<file path="src/rtl/bram_stream_reader.sv">
// bram_stream_reader: walks a contiguous, wrapping address window on a BRAM
// read port and re-times the 1-cycle-latency read data into a valid/ready
// stream. A 4-entry FIFO absorbs the read latency so one word per cycle is
// sustained while the consumer keeps m_ready_i high.
//
// Stream handshake: a word transfers on a rising edge where m_valid_o and
// m_ready_i are both high. Once m_valid_o is high it stays high, and
// m_data_o / m_last_o stay constant, until that transfer happens.
module bram_stream_reader #(
  parameter int DataWidth = 8,
  parameter int Depth     = 784,
  parameter int AddrWidth = $clog2(Depth + 1)
) (
  input  logic                 clk_i,
  input  logic                 rst_i,
  input  logic                 start_i,
  input  logic [AddrWidth-1:0] base_addr_i,
  input  logic [AddrWidth-1:0] length_i,
  output logic                 busy_o,
  output logic                 done_o,
  output logic [AddrWidth-1:0] bram_addr_o,
  input  logic [DataWidth-1:0] bram_data_i,
  output logic [DataWidth-1:0] m_data_o,
  output logic                 m_valid_o,
  input  logic                 m_ready_i,
  output logic                 m_last_o,
  input  logic                 assert_on_i,
  output logic [1:0]           dbg_state_o
);

  typedef enum logic [1:0] {
    ST_IDLE  = 2'd0,
    ST_ISSUE = 2'd1,
    ST_DRAIN = 2'd2
  } state_e;

  localparam logic [AddrWidth-1:0] c_last_addr = AddrWidth'(Depth - 1);
  localparam logic [AddrWidth-1:0] c_depth     = AddrWidth'(Depth);

  state_e               r_state;
  logic [AddrWidth-1:0] r_addr;
  logic [AddrWidth-1:0] r_issue_left;
  logic                 r_inflight;
  logic                 r_inflight_last;
  logic                 r_busy;
  logic                 r_done;

  logic [DataWidth-1:0] r_fifo_data [4];
  logic                 r_fifo_last [4];
  logic [1:0]           r_wr_ptr;
  logic [1:0]           r_rd_ptr;
  logic [2:0]           r_count;

  logic w_push;
  logic w_pop;
  logic w_credit_ok;
  logic w_issue;
  logic w_head_last;

  // Credit uses the registered count only: a pop in the same cycle is not
  // counted, so a read is never issued without a guaranteed free slot.
  assign w_credit_ok = ({1'b0, r_count} + {3'b000, r_inflight}) < 4'd4;
  assign w_issue     = (r_state == ST_ISSUE) && w_credit_ok;
  assign w_push      = r_inflight;
  assign w_pop       = m_valid_o && m_ready_i;
  assign w_head_last = r_fifo_last[r_rd_ptr];

  assign m_valid_o   = (r_count != 3'd0);
  assign m_data_o    = m_valid_o ? r_fifo_data[r_rd_ptr] : '0;
  assign m_last_o    = m_valid_o & w_head_last;
  assign bram_addr_o = r_addr;
  assign busy_o      = r_busy;
  assign done_o      = r_done;
  assign dbg_state_o = r_state;

  // Control FSM: latch the window, issue reads under credit, wait for the last word.
  always_ff @(posedge clk_i) begin
    if (rst_i) begin
      r_state         <= ST_IDLE;
      r_addr          <= '0;
      r_issue_left    <= '0;
      r_inflight      <= 1'b0;
      r_inflight_last <= 1'b0;
      r_busy          <= 1'b0;
      r_done          <= 1'b0;
    end else begin
      r_done          <= 1'b0;
      r_inflight      <= 1'b0;
      r_inflight_last <= 1'b0;
      case (r_state)
        ST_IDLE: begin
          if (start_i) begin
            if (length_i != '0) begin
              r_state      <= ST_ISSUE;
              r_addr       <= base_addr_i;
              r_issue_left <= length_i;
              r_busy       <= 1'b1;
            end else begin
              // Empty transfer completes immediately without ever going busy.
              r_done <= 1'b1;
            end
          end
        end
        ST_ISSUE: begin
          if (w_issue) begin
            r_inflight      <= 1'b1;
            r_inflight_last <= (r_issue_left == AddrWidth'(1));
            r_issue_left    <= r_issue_left - AddrWidth'(1);
            r_addr          <= (r_addr == c_last_addr) ? '0 : r_addr + AddrWidth'(1);
            if (r_issue_left == AddrWidth'(1)) begin
              r_state <= ST_DRAIN;
            end
          end
        end
        ST_DRAIN: begin
          if (w_pop && w_head_last) begin
            r_state <= ST_IDLE;
            r_busy  <= 1'b0;
            r_done  <= 1'b1;
          end
        end
        default: r_state <= ST_IDLE;
      endcase
    end
  end

  // FIFO storage and occupancy: capture returning read data, retire on handshake.
  always_ff @(posedge clk_i) begin
    if (rst_i) begin
      for (int i = 0; i < 4; i++) begin
        r_fifo_data[i] <= '0;
        r_fifo_last[i] <= 1'b0;
      end
      r_wr_ptr <= '0;
      r_rd_ptr <= '0;
      r_count  <= '0;
    end else begin
      if (w_push) begin
        r_fifo_data[r_wr_ptr] <= bram_data_i;
        r_fifo_last[r_wr_ptr] <= r_inflight_last;
        r_wr_ptr              <= r_wr_ptr + 2'd1;
      end
      if (w_pop) begin
        r_rd_ptr <= r_rd_ptr + 2'd1;
      end
      case ({w_push, w_pop})
        2'b10:   r_count <= r_count + 3'd1;
        2'b01:   r_count <= r_count - 3'd1;
        default: r_count <= r_count;
      endcase
    end
  end

  // Simulation checks on illegal requests and FIFO misuse.
  always_ff @(posedge clk_i) begin
    if (!rst_i && assert_on_i) begin
      if (r_state == ST_IDLE && start_i) begin
        a_base_range: assert (base_addr_i < c_depth);
        a_len_range:  assert (length_i <= c_depth);
      end
      a_push_full: assert (!(w_push && r_count == 3'd4));
      a_pop_empty: assert (!(w_pop && r_count == 3'd0));
    end
  end

endmodule

</file>
<file path="config.mk">
export PLATFORM = sky130hd
export DESIGN_NAME = bram_stream_reader
export DESIGN_NICKNAME = d
export VERILOG_FILES = /design/src/rtl/bram_stream_reader.sv
export SDC_FILE = /design/constraint.sdc
export NUM_CORES = 1
export LEC_CHECK = 0
export BUFFER_PORTS_ARGS = -buffer_cell sky130_fd_sc_hd__buf_2
export CAP_MARGIN = 20
export CORE_UTILIZATION = 25
export CTS_BUF_LIST = sky130_fd_sc_hd__clkbuf_8
export DETAILED_ROUTE_END_ITERATION = 8
export GPL_TIMING_DRIVEN = 0
export PLACE_DENSITY = 0.39
export REMOVE_ABC_BUFFERS = 1
export SETUP_SLACK_MARGIN = 0.15
export SLEW_MARGIN = 5
export SYNTH_ARGS = -nofsm -noshare
export SYNTH_HDL_FRONTEND = slang
export SYNTH_SLANG_ARGS = --single-unit
</file>
<file path="constraint.sdc">
create_clock -name clk_i -period 2.7 [get_ports clk_i]
set_clock_uncertainty 0.2 [all_clocks]
set_input_delay 0.54 -clock clk_i [delete_from_list [all_inputs] [get_ports clk_i]]
set_output_delay 0.54 -clock clk_i [all_outputs]
set_load 0.01 [all_outputs]
</file>
==> results_dict.tcl, run 1 <==
set metrics [dict create \
    drive_gt1_share_pct 26.0 \
    num_vias 2923 \
    initial_utilization_pct 25.6 \
    worst-path-stages 3 \
    layout_common_cells "55 x buf_2, 42 x nor2_1, 36 x edfxtp_1" \
    min_path_type "input pin to flip-flop" \
    die_area_mm2 0.0153 \
    drt_iter0_markers 160 \
    ys_ff_latch 71 \
    cts_htree_levels 3 \
    violations "DRC" \
    relSlewSlack_pct 28.1 \
    clk_path_buf_depth 2 \
    tns_ns 0 \
    grtUsageMet3_pct 3.16 \
    io_buffers 55 \
    fmax_ghz 0.410 \
    r2r-start "r_inflight$_SDFF_PP0_" \
    critical_path.top_delay_family "simple AND/OR/NAND/NOR gates" \
    pwr_density_cell_mw_per_mm2 713 \
    cts-root-buf "clkbuf_8" \
    ys_warn_count 0 \
    min_period_ns 2.44 \
    cts_buffers 9 \
    comb_power_share_pct 28.5 \
    tightest_slew_ns 1.07 \
    first_pass_iters 8 \
    finalCoreUtilization_pct 30.1 \
    grt_use_total_pct 14.1 \
    synthMuxAreaShare_pct 5.48 \
    antennaDiodeCount 0 \
    layout.cells.non_filler 592 \
    max_cap_viol_count 0 \
    netSwitchingFraction_pct 33.4 \
    wl_per_cell_um 17.3 \
    grt_remaining_overflow 0 \
    place_hpwl_um 6670 \
    power_mw 3.10 \
    gp_congestion 0.713 \
    die_x_um 124 \
    clock-sinks 71 \
    synth_area_mm2 0.00370 \
    stdcell_area_mm2 0.00435 \
    slowest_delay_ns 0.91 \
    grt_pass1_vias 2884 \
    finalCritPeriodShare_pct 90.4 \
    crit_buf_inv 1 \
    rsz0062_at_grt "yes" \
    final_common_cell "buf_2" \
    wl_um 10200 \
    endpoint_kind "flip-flop" \
    synthFlopType "edfxtp_1" \
    yosysTopAreaCell "edfxtp_1" \
    synth-simple-area-share_pct 21.2 \
    r2r_slack_ns 0.26 \
    core_mm2 0.0145 \
    finalMaxSlewViolations 0 \
    max-vdd-ir-drop_v 0.000202 \
    holdWs_ns 0.248 \
    p_leak_nw 1.67 \
    synth_edf_count 36 \
    switching_power_mw 1.04 \
    hold_buffers 0 \
    status "finished with violations" \
    grt_use_met2_pct 24.7 \
    grt_pass1_wl_um 15600 \
    num-nets-final 441 \
    remaining_drc_errors 1 \
    crit_chain "buf_2 -> nor4_2 -> or2_2" \
    cp.arrival_ns 2.28 \
    grt_max_degree 41 \
    worstPathMaxFanout 40 \
    ios 57 \
    fp-row-count 44 \
    worstReg2RegEnd "r_fifo_data[0][2]$_SDFFCE_PN0P_" \
    post-place-ws_ns -0.300 \
    synth_top_family_by_area "simple AND/OR/NAND/NOR gates" \
    crit_end "r_fifo_data[0][2]$_SDFFCE_PN0P_" \
    clkTransAtPathRegs_ns 0.08 \
    synthToLayoutAreaGrowth_pct 17.6 \
    antenna_found_initial 0 \
    die_y_um 124 \
    synthXorXnorAreaFrac_pct 1.42 \
    cp_data_required_time_ns 2.54 \
    synth.avg_cell_area_um2 10.4 \
    clk_latency_ns 0.36 \
    finalHoldViolCount 0 \
    startpoint "rst_i" \
    worst_slack_ns 0.259 \
    reg2reg_depth 3 \
    vias_per_cell 4.94 \
    critPathLaunchType "input pin" \
    dpl-instance-area_mm2 0.00409 \
    ant_nets 0 \
    setup.worst_path.class "input pin to flip-flop" \
    fillers 1550 \
    syn_inst 356 \
    ys_seq_area_share_pct 48.1 \
    p_int_mw 2.07 \
    cts_tree "yes" \
    critPathSlowestCell "nor4_2" \
    synth-compound-area-share_pct 16.5 \
    postSynth.asyncResetShare_pct 0 \
    synth_cell_types 65 \
    seqPwrFrac_pct 43.7 \
    busiest_layer "met2" \
    use_met1_pct 16.9 \
    place_inst 574 \
    synth_top_area_share_pct 29.2 \
    p_clk_share_pct 27.8 \
    setup_violations 0 \
    synth_area_leaders "edfxtp_1 29%, dfxtp_1 19%, mux4_2 5.5%" \
    synth_fa_ha_area_share_pct 1.89 \
]
-- worst min-delay path by stage --
stage,start,endpoint,slack (ns),depth (start not counted)
6_report,base_addr_i[1],bram_addr_o[1]$_SDFFE_PP0P_,0.25,3
5_1_grt,base_addr_i[0],bram_addr_o[0]$_SDFFE_PP0P_,0.25,3
4_1_cts,base_addr_i[1],bram_addr_o[1]$_SDFFE_PP0P_,0.22,3
3_5_place_dp,r_issue_left[8]$_SDFFE_PP0P_,r_issue_left[8]$_SDFFE_PP0P_,0.27,2
3_3_place_gp,r_issue_left[8]$_SDFFE_PP0P_,r_issue_left[8]$_SDFFE_PP0P_,0.27,2
2_1_floorplan,r_issue_left[8]$_SDFFE_PP0P_,r_issue_left[8]$_SDFFE_PP0P_,0.24,2
-- repair_timing --
action,4_1_cts,5_1_grt
gates resized for setup,9,1
setup buffers,2,0
setup endpoints to repair,31,15
-- power by group through the flow --
stage / Sequential, mW / Combinational (mW) / Clock [mW]
after floorplan: 1.37 / 0.530 / 0
after global placement: 1.40 / 0.796 / 0
after detailed placement: 1.40 / 0.808 / 0
after CTS: 1.36 / 0.912 / 0.896
after global routing: 1.38 / 0.995 / 0.938
final: 1.36 / 0.886 / 0.863
-- cells in the mapped netlist, types with 5 or more instances --
cell,instances
nand2_1,19
mux4_2,9
nor3_1,7
nand2b_1,6
and2_1,19
inv_1,18
buf_2,6
nor2_1,42
a21oi_1,22
nand3_1,9
a211oi_1,6
o31ai_1,8
and3_1,6
clkbuf_1,9
dfxtp_1,35
edfxtp_1,36
nor2b_1,6
buf_4,5
-- kinds of logic after synthesis --
family	after synthesis
AOI/OAI and AO/OA	80
xor gates and xnor gates	6
adders and majority gates	5
buffers and inverters	42
DFF	71
muxes	9
and+or+nand+nor	143
-- sequential cells by signal, summed over array words and instances (netlist names), named ones only --
register         flops
r_count              3
busy_o               1
r_fifo_last          4
r_rd_ptr             2
r_inflight           1
r_fifo_data         32
r_issue_left        10
r_wr_ptr             2
r_inflight_last      1
dbg_state_o          2
bram_addr_o         10
done_o               1
-- layout make-up --
cell class / count / area (um2) / area share [%]
clock inverter: 7 / 66.3 / 1.52
inverter: 19 / 71.3 / 1.64
multi-input combinational: 243 / 1740 / 40.0
clock buffer: 9 / 124 / 2.85
tap: 184 / 230 / 5.29
timing repair buffer: 59 / 330 / 7.59
sequential: 71 / 1790 / 41.1
-- metal layers --
layer  up-vias  routed length, um
met4         0                121
met5         -                  0
met1      1436               4580
met3        10                366
li1       1413                  -
met2        64               5150
-- worst register-to-register path: cells and delay by family, from the launching register on --
family / cells / cell delay [ns]
DFF: 1 / 0.41
buffers and inverters: 1 / 0.13
and+or+nand+nor: 2 / 1.37
(Power assumes the default switching activity.)
==> inputs of run 2 (changes only) <==
CORE_UTILIZATION = 60   (was 25)
PLACE_DENSITY = 0.81   (was 0.39)
clock period = 3.1 ns   (was 2.7 ns; I/O delays follow)
==> results_dict.tcl, run 2 (synthesis gave the netlist of run 1 again) <==
set metrics [dict create \
    fmax_ghz 0.374 \
    reg2reg_depth 4 \
    largest_register_ffs 32 \
    final_common_cell "buf_2" \
    place_inst 465 \
    hold_depth 2 \
    synthToLayoutAreaGrowth_pct 12.7 \
    cts-root-buf "clkbuf_8" \
    cp.arrival_ns 2.73 \
    stdcell_area_mm2 0.00417 \
    dpl-instance-area_mm2 0.00396 \
    drt_iter0_markers 209 \
    finalCritPeriodShare_pct 86.2 \
    finalMaxSlewViolations 0 \
    remaining_drc_errors 0 \
    holdWs_ns 0.294 \
    top_register "r_fifo_data" \
    worstPathMaxFanout 16 \
    max_cap_viol_count 0 \
    wl_per_cell_um 17.4 \
    place_hpwl_um 5620 \
    seqCellArea_mm2 0.00178 \
    clkTransAtPathRegs_ns 0.08 \
    grt_use_total_pct 27.1 \
    die_y_um 80.5 \
    power_mw 2.67 \
    grt_pass1_wl_um 13200 \
    cts_htree_levels 3 \
    antenna_found_initial 0 \
    num_vias 3011 \
    pwr_density_cell_mw_per_mm2 639 \
    layout_common_cells "56 x buf_2, 42 x nor2_1, 36 x edfxtp_1" \
    fp-row-count 28 \
    fillers 460 \
    grt_pass1_vias 2760 \
    rsz0062_at_grt "no" \
    die_x_um 80.5 \
    ios 57 \
    die_area_mm2 0.00649 \
    setup_violations 0 \
    clk_latency_ns 0.34 \
    core_mm2 0.00592 \
    finalHoldViolCount 0 \
    wl_um 8360 \
    clock-sinks 71 \
    max-vdd-ir-drop_v 0.000349 \
    tns_ns 0 \
    tightest_slew_ns 0.910 \
    cts_tree "yes" \
    finalCoreUtilization_pct 70.5 \
    initial_utilization_pct 62.5 \
    r2r_slack_ns 0.43 \
    ant_nets 0 \
    p_leak_nw 1.67 \
    worst_slack_ns 0.428 \
    cp_data_required_time_ns 3.15 \
    layout.cells.non_filler 481 \
    drive_gt1_share_pct 24.6 \
    multi_input_area_mm2 0.00172 \
    relSlewSlack_pct 38.7 \
    num-nets-final 439 \
    first_pass_iters 5 \
    critPathLaunchType "flip-flop" \
    cts_buffers 9 \
    min_period_ns 2.67 \
    clk_path_buf_depth 2 \
    gp_congestion 0.868 \
    setup.worst_path.class "flip-flop to flip-flop" \
    vias_per_cell 6.26 \
    grt_remaining_overflow 0 \
    status "finished clean" \
    grt_max_degree 41 \
    antennaDiodeCount 0 \
    hold_buffers 0 \
    min_path_type "flip-flop to flip-flop" \
    io_buffers 55 \
    endpoint_kind "flip-flop" \
    post-place-ws_ns 0.194 \
]
==> run 2: cell count changes in the layout (fill, tap and decap cells not counted), sizes merged <==
cell,before,now
buf,59,57
bufinv,1,2
clkinvlp,2,0
clkinv,2,3
==> run 2: routing by layer <==
metal	track usage [%]	share of wire, %	up-vias
li1	-	-	1415
met1	34.4	42	1457
met2	45.8	51	130
met3	5.34	6.1	9
met4	9.46	1.2	0
met5	0	0	-
==> run 2: timing repair <==
action,CTS,global route
endpoints found under the setup margin,0,13
setup buffers,0,0
gates resized for setup,0,2
==> run 2: worst paths after layout <==
path | from | end
setup reg to reg | dbg_state_o[0]$_SDFFE_PP0P_ | r_issue_left[5]$_SDFFE_PP0P_
hold / removal | r_issue_left[8]$_SDFFE_PP0P_ | r_issue_left[8]$_SDFFE_PP0P_
hold reg to reg | r_issue_left[8]$_SDFFE_PP0P_ | r_issue_left[8]$_SDFFE_PP0P_
setup / recovery | dbg_state_o[0]$_SDFFE_PP0P_ | r_issue_left[5]$_SDFFE_PP0P_
==> run 2: worst max-delay path, cell delays in order, from the launching register on <==
cell and delay [ns]:
dfxtp_1 0.78, nor2b_2 0.59, a21o_1 0.45, nand2_4 0.21, o41ai_2 0.35
==> run 2: report_power, final <==
group | switching (mW) | internal (mW)
registers | 0.120 | 1.08
clock network | 0.351 | 0.449
logic | 0.369 | 0.302
total | 0.839 | 1.83
==> run 2: area by class of cell <==
class / instances / area share [%]
Clock buffer: 9 / 2.97
Clock inverter: 7 / 2.16
Inverter: 19 / 1.71
Multi-Input combinational cell: 243 / 41.3
Sequential cell: 71 / 42.7
Tap cell: 75 / 2.25
Timing Repair Buffer: 57 / 6.90
